File: src/rtl/lk_grad_accum_if.sv
// Gradient-pair input stream and windowed structure-tensor sum outputs
// of the Lucas-Kanade window accumulator.
interface lk_grad_accum_if #(
    parameter int data_width = 8,
    parameter int acc_width  = 2 * data_width + 6
);
    logic signed [data_width:0]  Ix;
    logic                        Ix_val;
    logic signed [data_width:0]  Iy;
    logic                        Iy_val;
    logic                        new_row;
    logic signed [acc_width-1:0] Sxx;
    logic signed [acc_width-1:0] Syy;
    logic signed [acc_width-1:0] Sxy;
    logic                        sum_val;
    logic                        err;

    modport master (
        output Ix, Ix_val, Iy, Iy_val, new_row,
        input  Sxx, Syy, Sxy, sum_val, err
    );

    modport slave (
        input  Ix, Ix_val, Iy, Iy_val, new_row,
        output Sxx, Syy, Sxy, sum_val, err
    );
endinterface

File: src/rtl/lk_grad_accum.sv
// Sliding horizontal box sums of Ix*Ix, Iy*Iy and Ix*Iy over the last W samples
// of the current row; stage 1 registers products, stage 2 updates the window.
module lk_grad_accum #(
    parameter int data_width = 8,
    parameter int acc_width  = 2 * data_width + 6
) (
    input  logic       clk,
    input  logic       reset,
    input  logic [3:0] win_dim,
    lk_grad_accum_if.slave bus
);
    localparam int pw    = 2 * data_width + 2;
    localparam int depth = 15;

    typedef struct packed {
        logic signed [pw-1:0] xx;
        logic signed [pw-1:0] yy;
        logic signed [pw-1:0] xy;
    } prod_t;

    logic accept;
    logic signed [pw-1:0] ix_ext;
    logic signed [pw-1:0] iy_ext;

    prod_t s1;
    logic  s1_val;
    logic  s1_tag;
    logic  pending;

    assign accept = bus.Ix_val && bus.Iy_val;
    assign ix_ext = pw'(bus.Ix);
    assign iy_ext = pw'(bus.Iy);

    always_ff @(posedge clk or negedge reset) begin
        if (!reset) begin
            s1      <= '0;
            s1_val  <= 1'b0;
            s1_tag  <= 1'b0;
            pending <= 1'b0;
            bus.err <= 1'b0;
        end else begin
            // NOTE: non-blocking so every register samples pre-edge values
            s1_val <= accept;
            if (accept) begin
                s1.xx   <= ix_ext * ix_ext;
                s1.yy   <= iy_ext * iy_ext;
                s1.xy   <= ix_ext * iy_ext;
                s1_tag  <= bus.new_row | pending;
                pending <= 1'b0;
            end else if (bus.new_row) begin
                pending <= 1'b1;
            end
            if (bus.Ix_val ^ bus.Iy_val) begin
                bus.err <= 1'b1;
            end
        end
    end

    prod_t      dl [depth];
    logic [3:0] fill;
    logic [3:0] w;
    logic       w_loaded;

    logic [3:0] w_in;
    logic [3:0] w_use;
    logic [3:0] fill_base;
    logic [3:0] fill_next;
    prod_t      p_out;
    logic signed [acc_width-1:0] base_xx, base_yy, base_xy;

    // A tagged sample restarts the row: fill and sums start from zero and W reloads.
    always_comb begin
        w_in      = (win_dim == 4'd0) ? 4'd1 : win_dim;
        w_use     = s1_tag ? w_in : w;
        fill_base = s1_tag ? 4'd0 : fill;
        fill_next = (fill_base == 4'd15) ? 4'd15 : fill_base + 4'd1;
        p_out     = '0;
        if (fill_base >= w_use) begin
            p_out = dl[w_use - 4'd1];
        end
        base_xx = s1_tag ? '0 : bus.Sxx;
        base_yy = s1_tag ? '0 : bus.Syy;
        base_xy = s1_tag ? '0 : bus.Sxy;
    end

    always_ff @(posedge clk or negedge reset) begin
        if (!reset) begin
            // NOTE: the delay line is reset explicitly so it never holds X after power-up
            for (int i = 0; i < depth; i++) begin
                dl[i] <= '0;
            end
            fill        <= 4'd0;
            w           <= 4'd1;
            w_loaded    <= 1'b0;
            bus.Sxx     <= '0;
            bus.Syy     <= '0;
            bus.Sxy     <= '0;
            bus.sum_val <= 1'b0;
        end else begin
            if (!w_loaded) begin
                w        <= w_in;
                w_loaded <= 1'b1;
            end
            bus.sum_val <= 1'b0;
            if (s1_val) begin
                if (s1_tag) begin
                    w <= w_in;
                end
                dl[0] <= s1;
                for (int i = 1; i < depth; i++) begin
                    dl[i] <= dl[i-1];
                end
                fill        <= fill_next;
                bus.Sxx     <= base_xx + acc_width'(s1.xx) - acc_width'(p_out.xx);
                bus.Syy     <= base_yy + acc_width'(s1.yy) - acc_width'(p_out.yy);
                bus.Sxy     <= base_xy + acc_width'(s1.xy) - acc_width'(p_out.xy);
                bus.sum_val <= (fill_next >= w_use);
            end
        end
    end
endmodule

File: src/flat_wrapper.sv
// flat-port wrapper written by rule: the top's interface ports become plain ports
module lk_grad_accum_flat 
#(
    parameter int data_width = 8,
    parameter int acc_width  = 2 * data_width + 6
)
  (clk, reset, win_dim, bus_Ix, bus_Ix_val, bus_Iy, bus_Iy_val, bus_new_row, bus_Sxx, bus_Syy, bus_Sxy, bus_sum_val, bus_err);
  lk_grad_accum_if #(.data_width(data_width), .acc_width(acc_width)) bus_i ();
  input  logic clk;
  input  logic reset;
  input  logic [3:0] win_dim;
  input wire logic [$bits(bus_i.Ix)-1:0] bus_Ix;
  input wire logic [$bits(bus_i.Ix_val)-1:0] bus_Ix_val;
  input wire logic [$bits(bus_i.Iy)-1:0] bus_Iy;
  input wire logic [$bits(bus_i.Iy_val)-1:0] bus_Iy_val;
  input wire logic [$bits(bus_i.new_row)-1:0] bus_new_row;
  output wire logic [$bits(bus_i.Sxx)-1:0] bus_Sxx;
  output wire logic [$bits(bus_i.Syy)-1:0] bus_Syy;
  output wire logic [$bits(bus_i.Sxy)-1:0] bus_Sxy;
  output wire logic [$bits(bus_i.sum_val)-1:0] bus_sum_val;
  output wire logic [$bits(bus_i.err)-1:0] bus_err;
  assign bus_i.Ix = bus_Ix;
  assign bus_i.Ix_val = bus_Ix_val;
  assign bus_i.Iy = bus_Iy;
  assign bus_i.Iy_val = bus_Iy_val;
  assign bus_i.new_row = bus_new_row;
  assign bus_Sxx = bus_i.Sxx;
  assign bus_Syy = bus_i.Syy;
  assign bus_Sxy = bus_i.Sxy;
  assign bus_sum_val = bus_i.sum_val;
  assign bus_err = bus_i.err;
  lk_grad_accum #(.data_width(data_width), .acc_width(acc_width)) u_core (.clk(clk), .reset(reset), .win_dim(win_dim), .bus(bus_i));
endmodule
File: config.mk
export PLATFORM = sky130hd
export DESIGN_NAME = lk_grad_accum_flat
export DESIGN_NICKNAME = d
export VERILOG_FILES = /design/src/rtl/lk_grad_accum_if.sv /design/src/rtl/lk_grad_accum.sv /design/src/flat_wrapper.sv
export SDC_FILE = /design/constraint.sdc
export NUM_CORES = 2
export LEC_CHECK = 0
export CAP_MARGIN = 10
export CORE_MARGIN = 5
export CORE_UTILIZATION = 25
export CTS_BUF_LIST = sky130_fd_sc_hd__clkbuf_4
export DETAILED_ROUTE_END_ITERATION = 8
export MAX_ROUTING_LAYER = met4
export SYNTH_ARGS = -nofsm -noshare
export SYNTH_HDL_FRONTEND = slang
export SYNTH_SLANG_ARGS = --single-unit
File: constraint.sdc
create_clock -name clk -period 7.8 [get_ports clk]
set_input_delay 1.56 -clock clk [delete_from_list [all_inputs] [get_ports clk]]
set_output_delay 1.56 -clock clk [all_outputs]
set_load 0.01 [all_outputs]
==> run summary <==
The die is 477 um wide. The most critical setup path has its startpoint at win_dim[1]. During I/O placement, the number of pins put on the boundary was 95.

The top-area cell type share of the netlist area was 41.9%; the final setup violation count was 0. Setup repair after global routing left no endpoint under its margin. The area overhead of the layout relative to synthesis was 13.6%. The H-tree generated during clock tree synthesis spans 4 levels. The number of cells upsized or downsized after cts was 0.

The buffer type at the clock tree root was sky130_fd_sc_hd__clkbuf_4. IR analysis of the VDD net gives a maximum drop of 0.000249 V. For the worst endpoint data arrival time, the log shows 7580 ps.

The minimum period implied by the final worst setup slack is 6550 ps, and the number of max-slew violations in the final report is 0. On the final layout, the worst hold slack is 441 ps. The via count of the first global-routing pass was 36854.

TritonCTS built the clock tree. The number of hold buffers added after CTS was 0. The core region area is 217000 sq um, and the number of buffers created by CTS is 213. The final layout contains routed wiring with a total length of 123 mm. The cell accounting for the most synthesized area is sky130_fd_sc_hd__dfrtp_1. The number of port buffers works out to 94. Along the worst path, the maximum fanout reaches 24.

The clock arrives with 75.2 ps of skew. For this run, design rule violations remaining after detail routing come to 0. In this run the remaining antenna-violating nets after routing total 0.

The total track usage was 11.1%. Detailed routing inserted a total of 34433 vias. Summing the sequential cell areas from Yosys gives 41.9% of the chip area.

The async set-reset flop share out of synthesis is 100%. CTS saw 912 sinks. The number of different library cells used by synthesis comes to 82.

The most common cell in the netlist was sky130_fd_sc_hd__dfrtp_1. After legalization and detailed placement, the total HPWL measured 83.7 mm. Based on the critical path, the design can be clocked at up to 153 MHz. The launch instance of the worst register-to-register path is u_core.s1_tag.

The run gives 4516 as the number of standard cells after synthesis. The run gives 0 as the total overflow reported by the global router. The synthesized design contains 912 register bits. The setup fix buffers added after clock tree synthesis came out at 0.

Number of enable flip-flop cells after synthesis: 0. By startpoint and endpoint, the worst setup path is classified as in -> reg. The post-route netlist has 29.2% of its cells at a drive strength greater than 1. Dividing the final minimum period by the clock period gives 83.9%. STA classifies the critical path endpoint as a flop.

The run gives 1150 ps as the clock latency of the later-clocked register in the worst-skew pair. Data on the critical path is required at its endpoint by 8830 ps. Entering global routing, the biggest net connects 177 pins.

The congestion estimate from routability-driven global placement came to 0.814. The tools report the number of antenna violations at the first check in global routing as 9. Hold violation count in the final report: 0. The flow ran to the end, and the final reports show no timing, DRC or antenna violations.

Counting along the longest clock path gives a buffer depth of 3. Max-cap violations in this run came to 0. Among all flip-flop cells after synthesis, the most frequent one is sky130_fd_sc_hd__dfrtp_1. The run gives 5 as the length of the first detailed-routing pass in iterations.

The die is 477 um tall. For the standby leakage power, the log shows 28.0 nW. The number of DRC violations after detailed-routing iteration 0 was 1817. A synthesized cell averages 12.1 sq um. Sorting the synthesized cells by how often they occur yields 911 x sky130_fd_sc_hd__dfrtp_1, 834 x sky130_fd_sc_hd__mux2_2, 454 x sky130_fd_sc_hd__inv_1. In the post-synthesis netlist, the biggest area contributors are sky130_fd_sc_hd__dfrtp_1 42%, sky130_fd_sc_hd__mux2_2 17%, sky130_fd_sc_hd__fa_1 9.3%. The floorplan has 171 rows.

After the last flow step, the layout net total stands at 5161. In this run the power density over the cells is 396 nW/um^2. After clock tree synthesis, the clock-pin slew on the worst setup and hold paths is 80 ps.

The tools report the start point of the worst min-delay path as u_core.s1[22]. Measured against its own limit, the worst slew margin works out to 29.4%. STA classifies the critical path startpoint as an input pin. The first global-routing pass estimated 201 mm of wire. The tools report the sum of negative setup slack as 0 ps.

For the pin with the worst max-slew slack, the measured transition is 1060 ps. Yosys printed 0 warnings. The logs give 227000 sq um for the die footprint and 54400 sq um for the area of the mapped netlist. In the final routed layout, each cell accounts on average for 15.9 um. Dividing the detail-routed via count by the number of cells gives 4.46. The worst hold path belongs to the class reg -> reg.

For this configuration, the core starts out at a cell density of 25.1%.
-- through the flow --
| step | setup WS [ps] | util, % | std cells | instance area [sq um] | total power [mW] |
|---|---|---|---|---|---|
| 2_1_floorplan | 451 | - | 4518 | 54500 | 17.2 |
| 3_3_place_gp | 142 | 27.2 | 7329 | 59100 | 20.4 |
| 3_5_place_dp | 90.7 | 27.2 | 7329 | 59100 | 20.7 |
| 4_1_cts | 1390 | 28.5 | 7708 | 61800 | 24.8 |
| 5_1_grt | 1020 | 28.5 | 7716 | 61800 | 26.7 |
| 6_report | 1250 | 28.5 | 7717 | 61800 | 24.5 |
-- registers in the layout, indices dropped and copies added, names as in the netlist --
| name | count |
|---|---|
| u_core.s1 | 52 |
| u_core.w | 4 |
| u_core.w_loaded | 1 |
| u_core.bus.Syy | 22 |
| u_core.pending | 1 |
| u_core.bus.Sxy | 22 |
| u_core.s1_val | 1 |
| u_core.s1_tag | 1 |
| u_core.dl | 780 |
| u_core.bus.sum_val | 1 |
| u_core.bus.err | 1 |
| u_core.fill | 4 |
| u_core.bus.Sxx | 22 |
-- kinds of logic (layout without fill, tap and decap cells) --
logic type	after synthesis	after routing	synth area share (%)
adder cells (fa/ha/maj)	444	444	13.7
multiplexers	1166	1166	25.7
other	1	12	0.00689
AO/OA/AOI/OAI	420	420	4.86
flip-flops	912	912	41.9
buffers and inverters	698	1034	5.03
AND/OR/NAND/NOR	757	757	6.77
XOR/XNOR	118	118	2.00
-- per-layer routing --
layer,GRT usage [%],part of all wire [%],wire [um],up-vias
li1,-,-,-,15987
met1,14.6,47,57800,17677
met3,2.16,4.2,5220,190
met4,3.41,2.3,2810,0
met5,-,0,0,-
met2,17.3,46,57000,579
-- layout by cell type (no fill, tap or decap), drive strengths merged, types with 78 or more instances in the layout --
cell type | netlist | layout
fa | 252 | 252
buf | 60 | 106
mux2 | 837 | 837
inv | 455 | 458
ha | 192 | 192
dfrtp | 911 | 911
clkbuf | 182 | 316
a21oi | 130 | 130
o21ai | 114 | 114
nand2 | 296 | 296
and2 | 78 | 78
mux2i | 227 | 227
mux4 | 102 | 102
xnor2 | 87 | 87
nor2 | 132 | 132
clkdlybuf4s50 | 0 | 93
-- worst max-delay path: stages --
cell	delay [ps]
sky130_fd_sc_hd__clkdlybuf4s50_1	530
sky130_fd_sc_hd__nor4b_4	490
sky130_fd_sc_hd__nor2_8	110
sky130_fd_sc_hd__ha_1	330
sky130_fd_sc_hd__xnor2_4	460
sky130_fd_sc_hd__buf_12	280
sky130_fd_sc_hd__buf_4	250
sky130_fd_sc_hd__mux2i_1	100
sky130_fd_sc_hd__mux4_2	460
sky130_fd_sc_hd__nand2_1	70
sky130_fd_sc_hd__and3_1	180
sky130_fd_sc_hd__fa_1	420
sky130_fd_sc_hd__inv_1	70
sky130_fd_sc_hd__ha_1	260
sky130_fd_sc_hd__o211ai_1	180
sky130_fd_sc_hd__nand2_1	90
sky130_fd_sc_hd__and3_1	190
sky130_fd_sc_hd__a221o_1	370
sky130_fd_sc_hd__a22oi_1	410
sky130_fd_sc_hd__o21ai_1	170
sky130_fd_sc_hd__a31oi_1	220
sky130_fd_sc_hd__xnor2_1	90
sky130_fd_sc_hd__mux2_2	260
-- path summary, 6_finish.rpt --
kind	endpoint	slack, ps	cells past startpoint
setup / recovery	u_core.bus.Sxy[17]	1250	23
hold / removal	u_core.dl[778]	440	1
setup reg to reg	u_core.bus.Sxy[17]	1650	22
hold reg to reg	u_core.dl[778]	440	1
max in group asynchronous	u_core.s1_val	5330	3
min in group asynchronous	u_core.dl[515]	490	1
-- report_power, final --
part	switching, mW	leakage [nW]	internal, mW
logic	5.73	15.1	6.11
clock network	1.96	1.63	1.98
registers	1.77	11.3	6.95
total	9.46	28.0	15.0
-- layout make-up --
class | count | area (sq um)
Sequential cell | 912 | 22800
Inverter | 456 | 1720
Clock buffer | 316 | 2370
Fill cell | 22343 | 155000
Timing Repair Buffer | 199 | 2020
Tap cell | 2854 | 3570
Antenna cell | 9 | 22.5
Multi-Input combinational cell | 2908 | 28900
Clock inverter | 63 | 364
No activity file was read; power rests on OpenSTA's default activity.
